$ cat config.mk
export PLATFORM = sky130hd
export DESIGN_NAME = std_block_ram_arbiter
export DESIGN_NICKNAME = d
export VERILOG_FILES = /design/src/rtl/std_block_ram_arbiter.sv
export SDC_FILE = /design/constraint.sdc
export NUM_CORES = 1
export LEC_CHECK = 0
export CORE_ASPECT_RATIO = 2
export CORE_MARGIN = 4
export CORE_UTILIZATION = 22
export DETAILED_ROUTE_END_ITERATION = 7
export PLACE_DENSITY = 0.83
export SLEW_MARGIN = 5
export SYNTH_ARGS = -nofsm -noshare
export SYNTH_HDL_FRONTEND = slang
export SYNTH_SLANG_ARGS = --single-unit
export TNS_END_PERCENT = 100
$ cat constraint.sdc
create_clock -name clk -period 1.5 [get_ports clk]
set_input_delay 0.225 -clock clk [delete_from_list [all_inputs] [get_ports clk]]
set_output_delay 0.225 -clock clk [all_outputs]
set_load 0.02 [all_outputs]
$ cat src/rtl/std_block_ram_arbiter.sv
// Round-robin arbiter sharing one single-port block RAM between NUM_PORTS requesters,
// with optional zero-fill after reset and in-order response routing back to the issuer.
module std_block_ram_arbiter #(
    parameter int NUM_PORTS         = 2,
    parameter int DATA_WIDTH        = 32,
    parameter int ADDR_WIDTH        = 10,
    parameter int MASK_WIDTH        = DATA_WIDTH / 8,
    parameter int ENABLE_OUTPUT_REG = 0,
    parameter int CLEAR_ON_RESET    = 0
) (
    input  logic                             clk,
    input  logic                             rst,
    input  logic [NUM_PORTS-1:0]             i_req_valid,
    output logic [NUM_PORTS-1:0]             o_req_ready,
    input  logic [NUM_PORTS*MASK_WIDTH-1:0]  i_req_write_enable,
    input  logic [NUM_PORTS*ADDR_WIDTH-1:0]  i_req_addr,
    input  logic [NUM_PORTS*DATA_WIDTH-1:0]  i_req_data,
    output logic [NUM_PORTS-1:0]             o_resp_valid,
    output logic [DATA_WIDTH-1:0]            o_resp_data,
    output logic                             o_init_done,
    output logic                             o_ram_enable,
    output logic                             o_ram_enable_output,
    output logic [MASK_WIDTH-1:0]            o_ram_write_enable,
    output logic [ADDR_WIDTH-1:0]            o_ram_addr,
    output logic [DATA_WIDTH-1:0]            o_ram_data_in,
    input  logic [DATA_WIDTH-1:0]            i_ram_data_out
);

    localparam int PTR_W = $clog2(NUM_PORTS);
    localparam int LAT   = 1 + ENABLE_OUTPUT_REG;
    localparam logic [PTR_W:0]   NP        = NUM_PORTS[PTR_W:0];
    localparam logic [PTR_W-1:0] LAST_PORT = PTR_W'(NUM_PORTS - 1);

    typedef enum logic {
        ST_INIT = 1'b0,
        ST_RUN  = 1'b1
    } state_t;

    localparam state_t RESET_STATE = (CLEAR_ON_RESET != 0) ? ST_INIT : ST_RUN;

    state_t                  r_state;
    state_t                  w_next_state;
    logic [PTR_W-1:0]        r_ptr;
    logic [PTR_W-1:0]        w_next_ptr;
    logic [PTR_W-1:0]        w_grant_idx;
    logic                    w_grant_found;
    logic [PTR_W:0]          w_scan;
    logic                    w_accept;
    logic [ADDR_WIDTH-1:0]   r_init_cnt;
    logic [ADDR_WIDTH-1:0]   w_next_init_cnt;
    logic                    r_init_done;
    logic                    r_tag_valid [LAT];
    logic [PTR_W-1:0]        r_tag_port  [LAT];
    logic [NUM_PORTS-1:0]    w_resp_valid;
    logic [NUM_PORTS-1:0]    w_req_ready;
    logic                    w_ram_enable;
    logic [MASK_WIDTH-1:0]   w_ram_write_enable;
    logic [ADDR_WIDTH-1:0]   w_ram_addr;
    logic [DATA_WIDTH-1:0]   w_ram_data_in;

    // Round-robin search: first valid port at or after r_ptr, wrapping at NUM_PORTS.
    always_comb begin
        w_grant_found = 1'b0;
        w_grant_idx   = '0;
        w_scan        = '0;
        for (int k = 0; k < NUM_PORTS; k++) begin
            w_scan = {1'b0, r_ptr} + (PTR_W + 1)'(k);
            if (w_scan >= NP) begin
                w_scan = w_scan - NP;
            end else begin
                w_scan = w_scan;
            end
            if (!w_grant_found && i_req_valid[w_scan[PTR_W-1:0]]) begin
                w_grant_found = 1'b1;
                w_grant_idx   = w_scan[PTR_W-1:0];
            end else begin
                w_grant_found = w_grant_found;
            end
        end
    end

    // Next-state logic and RAM pin drive; rst masks every RAM access and handshake.
    always_comb begin
        w_next_state       = r_state;
        w_next_ptr         = r_ptr;
        w_next_init_cnt    = r_init_cnt;
        w_accept           = 1'b0;
        w_req_ready        = '0;
        w_ram_enable       = 1'b0;
        w_ram_write_enable = '0;
        w_ram_addr         = '0;
        w_ram_data_in      = '0;
        case (r_state)
            ST_INIT: begin
                if (!rst) begin
                    w_ram_enable       = 1'b1;
                    w_ram_write_enable = '1;
                    w_ram_addr         = r_init_cnt;
                    w_next_init_cnt    = r_init_cnt + 1'b1;
                    if (r_init_cnt == '1) begin
                        w_next_state = ST_RUN;
                    end else begin
                        w_next_state = ST_INIT;
                    end
                end else begin
                    w_ram_enable = 1'b0;
                end
            end
            ST_RUN: begin
                if (w_grant_found && !rst) begin
                    w_accept                 = 1'b1;
                    w_req_ready[w_grant_idx] = 1'b1;
                    w_ram_enable             = 1'b1;
                    w_ram_write_enable = i_req_write_enable[w_grant_idx*MASK_WIDTH +: MASK_WIDTH];
                    w_ram_addr         = i_req_addr[w_grant_idx*ADDR_WIDTH +: ADDR_WIDTH];
                    w_ram_data_in      = i_req_data[w_grant_idx*DATA_WIDTH +: DATA_WIDTH];
                    if (w_grant_idx == LAST_PORT) begin
                        w_next_ptr = '0;
                    end else begin
                        w_next_ptr = w_grant_idx + 1'b1;
                    end
                end else begin
                    w_accept = 1'b0;
                end
            end
            default: begin
                w_next_state = RESET_STATE;
            end
        endcase
    end

    // State, round-robin pointer, init counter and init_done flag.
    always_ff @(posedge clk) begin
        if (rst) begin
            r_state     <= RESET_STATE;
            r_ptr       <= '0;
            r_init_cnt  <= '0;
            r_init_done <= 1'b0;
        end else begin
            r_state     <= w_next_state;
            r_ptr       <= w_next_ptr;
            r_init_cnt  <= w_next_init_cnt;
            r_init_done <= (w_next_state == ST_RUN);
        end
    end

    // Response tag pipe, one stage per cycle of RAM read latency.
    always_ff @(posedge clk) begin
        if (rst) begin
            for (int k = 0; k < LAT; k++) begin
                r_tag_valid[k] <= 1'b0;
                r_tag_port[k]  <= '0;
            end
        end else begin
            r_tag_valid[0] <= w_accept;
            r_tag_port[0]  <= w_grant_idx;
            for (int k = 1; k < LAT; k++) begin
                r_tag_valid[k] <= r_tag_valid[k-1];
                r_tag_port[k]  <= r_tag_port[k-1];
            end
        end
    end

    // A response landing in a reset cycle belongs to a dropped transaction.
    always_comb begin
        w_resp_valid = '0;
        if (r_tag_valid[LAT-1] && !rst) begin
            w_resp_valid[r_tag_port[LAT-1]] = 1'b1;
        end else begin
            w_resp_valid = '0;
        end
    end

    assign o_req_ready         = w_req_ready;
    assign o_resp_valid        = w_resp_valid;
    assign o_resp_data         = i_ram_data_out;
    assign o_init_done         = r_init_done;
    assign o_ram_enable        = w_ram_enable;
    assign o_ram_enable_output = 1'b1;
    assign o_ram_write_enable  = w_ram_write_enable;
    assign o_ram_addr          = w_ram_addr;
    assign o_ram_data_in       = w_ram_data_in;

endmodule

After elaboration in Yosys (flattened, before gate mapping) --
Memories as Yosys holds them, arrays and structs flattened. Index checks and enable logic that the tools add are counted.
Storage, ports and cells: bits in registers 13, memory bits (writable) 2, input bits 128, output and inout bits 85, word-level logic and storage cells 73, memories 2
Memory list:
- r_tag_port | depth 1, bits a word 1, read ports 1, clocked after memory_dff 0, wr ports 1, RTL line 53 | logic [PTR_W-1:0] r_tag_port [LAT];
- r_tag_valid | depth 1, bits a word 1, read ports 1, clocked after memory_dff 0, wr ports 1, RTL line 52 | logic r_tag_valid [LAT];
Operators by class: add/sub/neg operators 5, multipliers 1, order comparisons 8, equality and inequality tests 1, shift-type cells 3, muxes and demuxes 38, bitwise gates (word level) 1, reduce and logical (&&, ||, !) cells 10
Operators by type and width (number):
- 32-bit 2-to-1 mux | 2
- 64-bit by 7-bit indexed part select with 32-bit output | 1
- 1-bit 2-to-1 mux | 24
- 10-bit 2-to-1 mux | 2
- 10-bit case mux with 2 select lines | 1
- 20-bit by 6-bit indexed part select with 10-bit output | 1
- 10-bit by 1-bit adder with 10-bit output, second input constant | 1
- 10-bit equality test, second input constant | 1
- 1-bit by 2-bit < comparator with 1-bit output, second input constant | 4
- 4-bit 2-to-1 mux | 2
- 4-bit case mux with 2 select lines | 1
- 8-bit by 4-bit indexed part select with 4-bit output | 1
- 2-bit 2-to-1 mux | 3
- 1-bit logical AND | 5
- 1-bit by 3-bit multiplier with 4-bit output, second input constant | 1
- 1-bit by 1-bit adder with 2-bit output, second input constant | 1
- 1-bit demux with 1-bit select | 2
- 1-bit >= comparator, second input constant | 2
- 1-bit by 2-bit >= comparator with 1-bit output, second input constant | 1
- 2-bit >= comparator, second input constant | 1
- 1-bit logical NOT | 2
- 1-bit case mux with 2 select lines | 1
- 2-bit AND reduction | 1
- 1-bit OR reduction | 2
- other kinds (3) | 4

Longest topological paths before layout --
word-level depth 14, mapped depth 6, gate-level depth less buffers 4

Worst setup path after synthesis --
Ideal clock, no wire load.
path kind register to output, start reg r_state, end out o_ram_data_in[22], arrival 1435 ps, data required time 1275 ps, setup slack -160 ps, cell stages (with the launch flop) 7, path buffers 3, cells stage by stage dfxtp_1 -> buf_4 -> nand3b_1 -> a21oi_1 -> buf_2 -> buf_2 -> a22o_1
On the way: cells in the longest elaborated chain, start to end 1
RTL lines:
- start, declared | RTL line 41 | state_t r_state;
- start signal, assigned | RTL line 140 | r_state <= w_next_state;
- 32-bit 2-to-1 mux | RTL line 93 | case (r_state)
- end, declared | RTL line 25 | output logic [DATA_WIDTH-1:0] o_ram_data_in,
No other way between the ends.

Worst setup path in the final report --
start reg r_state, end out o_ram_addr[4]
On the way: cells in the longest elaborated chain, start to end 2
RTL lines:
- 1-bit inverter
- 10-bit case mux with 2 select lines * | RTL line 93
- end, declared | RTL line 24 | output logic [ADDR_WIDTH-1:0] o_ram_addr,
Mark *: on every way between the ends. The rest lies on a longest branch, timed or not.

==> load_flow_metrics.sql <==
INSERT INTO impl_metrics (metric_group, metric, value, unit) VALUES
('clock_tree', 'worstSkewPairLatency', '0.25', 'ns'),
('synth', 'total_standard_cell_area_after_synthesis', '0.001465', 'mm^2'),
('synth', 'synth-seq-area-share', '0.2050', ''),
('layout', 'design.final.nets', '456', ''),
('clock_tree', 'tritoncts.num_buffers', '3', ''),
('synth', 'synth.ff_latch_count', '15', ''),
('run_status', 'run_status', 'finished, violations left', ''),
('synth', 'synth.top_cells.by_area', 'sky130_fd_sc_hd__dfxtp_1 (20%), sky130_fd_sc_hd__a22o_1 (19%), sky130_fd_sc_hd__buf_4 (17%)', ''),
('synth', 'synthDistinctLibCells', '34', ''),
('global_routing', 'maximum_number_of_pins_on_one_net_before_global_route_repair', '17', ''),
('layout', 'mostFrequentLayoutCells', 'sky130_fd_sc_hd__clkdlybuf4s50_1 (93), sky130_fd_sc_hd__buf_6 (57), sky130_fd_sc_hd__buf_4 (30)', ''),
('floorplanning', 'placement_rows', '41', ''),
('worst_setup_path', 'crit_path_max_incr_delay', '0.37', 'ns'),
('worst_setup_path', 'setup.worst_path.start_class', 'flop', ''),
('global_routing', 'first_global_vias', '2036', ''),
('floorplanning', 'floorplan.io_pins', '213', ''),
('sta', 'setup_viol', '48', ''),
('worst_setup_path', 'worstSetupEndpointType', 'primary output', ''),
('hold_path', 'hold_start', 'rst', ''),
('sta', 'clock-skew-final', '0.005093', 'ns'),
('synth', 'netlist.area_leader.share', '0.2050', ''),
('worst_setup_path', 'timing.critical_path.buf_inv', '4', ''),
('routing', 'avgViaCountPerCell', '4.864', ''),
('floorplanning', 'floorplan.initialDensity', '0.2285', ''),
('routing', 'post-route-drc-count', '0', ''),
('sta', 'totalNegativeSetupSlack', '-13.74', 'ns'),
('worst_setup_path', 'worstPathRequired', '1.27', 'ns'),
('worst_setup_path', 'worst_ep_arrival_time', '1.61', 'ns'),
('worst_setup_path', 'timing.rr.start', 'r_init_cnt[3]', ''),
('routing', 'totalWireLength', '7879', 'um'),
('sta', 'timing.final.crit_share', '1.227', ''),
('pwr', 'p_per_area', '519.3', 'mW/mm^2'),
('sta', 'highest_clock_rate', '0.5435', 'GHz'),
('layout', 'final_layout_size_suffix_gt1_frac', '0.3957', ''),
('flow_run', 'maxCapViolations', '0', ''),
('global_routing', 'global_route_wire_length_before_repair', '10770', 'um'),
('worst_setup_path', 'setup.worst_path.class', 'reg2out', ''),
('clock_tree', 'tritoncts', 'yes', ''),
('layout', 'synthesis_to_finish_area_growth', '139.8', '%'),
('pwr', 'static_leak', '1.505', 'nW'),
('floorplanning', 'die_width', '65.71', 'um'),
('clock_tree', 'clockBufferDepth', '2', ''),
('worst_setup_path', 'cpLargestDelayFamily', 'buffers and inverters', ''),
('pwr', 'report.power.total', '0.001824', 'W'),
('synth', 'average_footprint_of_a_synthesized_cell', '8.518', 'um^2'),
('clock_tree', 'clock_tree.htree_level_count', '1', ''),
('hold_path', 'hold_class', 'in2reg', ''),
('sta', 'final_period_minus_worst_setup_slack', '1.840', 'ns'),
('layout', 'mostFrequentLayoutCell', 'sky130_fd_sc_hd__clkdlybuf4s50_1', ''),
('floorplanning', 'dieArea', '0.008109', 'mm^2'),
('sta', 'setup_slack', '-0.3399', 'ns'),
('pwr', 'ir_drop', '0.5968', 'mV'),
('placed_design', 'gp_routability_congestion', '0.9146', ''),
('worst_setup_path', 'crit_path_cell_trace', 'inv_4, nor4b_4, buf_6, buf_4, a221o_1, buf_6', ''),
('synth', 'yosysWarningCount', '0', ''),
('layout', 'num_antenna_cells', '0', ''),
('sta', 'drv_slew', '0', ''),
('floorplanning', 'design.core.area', '0.006412', 'mm^2'),
('global_routing', 'global_route.overflow_total', '0', ''),
('placed_design', 'dpl_worst_slack', '-0.9224', 'ns'),
('placed_design', 'placedInstanceArea', '0.003088', 'mm^2'),
('run_status', 'failed_checks', 'setup timing', ''),
('global_routing', 'initial_antenna_violation_count', '0', ''),
('sta', 'grt_setup_unrepaired', 'yes', ''),
('clock_tree', 'clkSinkCount', '15', ''),
('layout', 'final_cell_area', '0.003513', 'mm^2'),
('routing', 'route.antenna.remaining_nets', '0', ''),
('synth', 'yosysTopAreaCell', 'sky130_fd_sc_hd__dfxtp_1', ''),
('sta', 'finalHoldViolCount', '0', ''),
('worst_setup_path', 'cp-startpoint', 'r_state', ''),
('worst_setup_path', 'cpMostUsedCell', 'sky130_fd_sc_hd__buf_6', '');
[worst reg2reg max path, cell delays in order, from the launching register on]
cell and delay (ns):
sky130_fd_sc_hd__dfxtp_2 0.33, sky130_fd_sc_hd__buf_6 0.10, sky130_fd_sc_hd__nand4_1 0.27, sky130_fd_sc_hd__or4_1 0.60, sky130_fd_sc_hd__a21oi_1 0.13
[cells in the mapped netlist, drive strengths merged]
cell / count
a21oi: 8
a221o: 14
a22o: 32
a22oi: 1
and2: 9
and3b: 1
buf: 45
clkbuf: 1
conb: 1
dfxtp: 15
ha: 1
inv: 2
mux2i: 1
nand2: 4
nand3: 2
nand3b: 2
nand4: 1
nand4b: 2
nor2: 8
nor2b: 2
nor3: 2
nor3b: 2
nor4b: 1
o21ai: 3
o31ai: 2
or3: 4
or4: 2
xnor2: 1
xor2: 3
[registers in the layout, summed over array words and instances, names as in the netlist]
name and flops:
r_init_cnt 10, r_tag_valid 1, r_tag_port 1, r_ptr 1, o_init_done 1, r_state 1
[worst paths after layout]
path / to / slack, ns / depth (start not counted)
worst min register to register: r_init_cnt[1] / 0.53 / 2
worst max-delay path: o_ram_addr[4] / -0.34 / 6
worst min-delay path: r_ptr / 0.37 / 3
worst max register to register: r_init_cnt[9] / 0.01 / 4
[routing by layer]
layer,global-route usage,vias up,share of wire
met2,0.3501,148,0.54
met4,0.04805,0,0.017
met3,0.08636,15,0.16
li1,-,934,-
met1,0.1445,907,0.28
met5,0,-,0
[report_power, final]
part	internal [W]	leakage (nW)	total (W)	switching, W
Sequential	0.000404	0.124	0.000408	0.00000337
Clock	0.000356	0.0409	0.000521	0.000165
Combinational	0.000558	1.34	0.000896	0.000338
Total	0.00132	1.51	0.00182	0.000507
[cells by family (layout without fill, tap and decap cells)]
kind of cell	Yosys count	count (layout)	synth area share
muxes	1	1	0.006832
buffers and inverters	48	202	0.2357
and+or+nand+nor	42	42	0.1776
DFF	15	15	0.2050
xor gates and xnor gates	4	4	0.02392
adders and majority gates	1	1	0.008538
AOI/OAI and AO/OA	60	60	0.3399
other	1	1	0.002559
[metrics by stage]
| step | cells | utilization |
|---|---|---|
| finish | 412 | 0.5479 |
| global route | 412 | 0.5479 |
| CTS | 404 | 0.5286 |
| detailed placement | 389 | 0.4816 |
| global placement | 389 | 0.4816 |
| floorplan | 172 | - |
[area by class of cell]
type / count / area [um^2] / area share
inverters: 2 / 10.01 / 0.002849
multi-input cells: 109 / 955.9 / 0.2721
flip-flops and latches: 15 / 310.3 / 0.08832
well taps: 86 / 107.6 / 0.03063
clock buffers: 3 / 75.07 / 0.02137
clock inverters: 1 / 5.005 / 0.001425
repair buffers: 196 / 2049 / 0.5833
[what timing repair did]
item	in CTS	in global routing
endpoints found under the setup margin	51	55
gates resized for setup	289	40
pin swaps	5	12
setup buffers	6	10
cloned	5	1
hold endpoints to repair	0	0
Power figures use the tool's default switching activity.
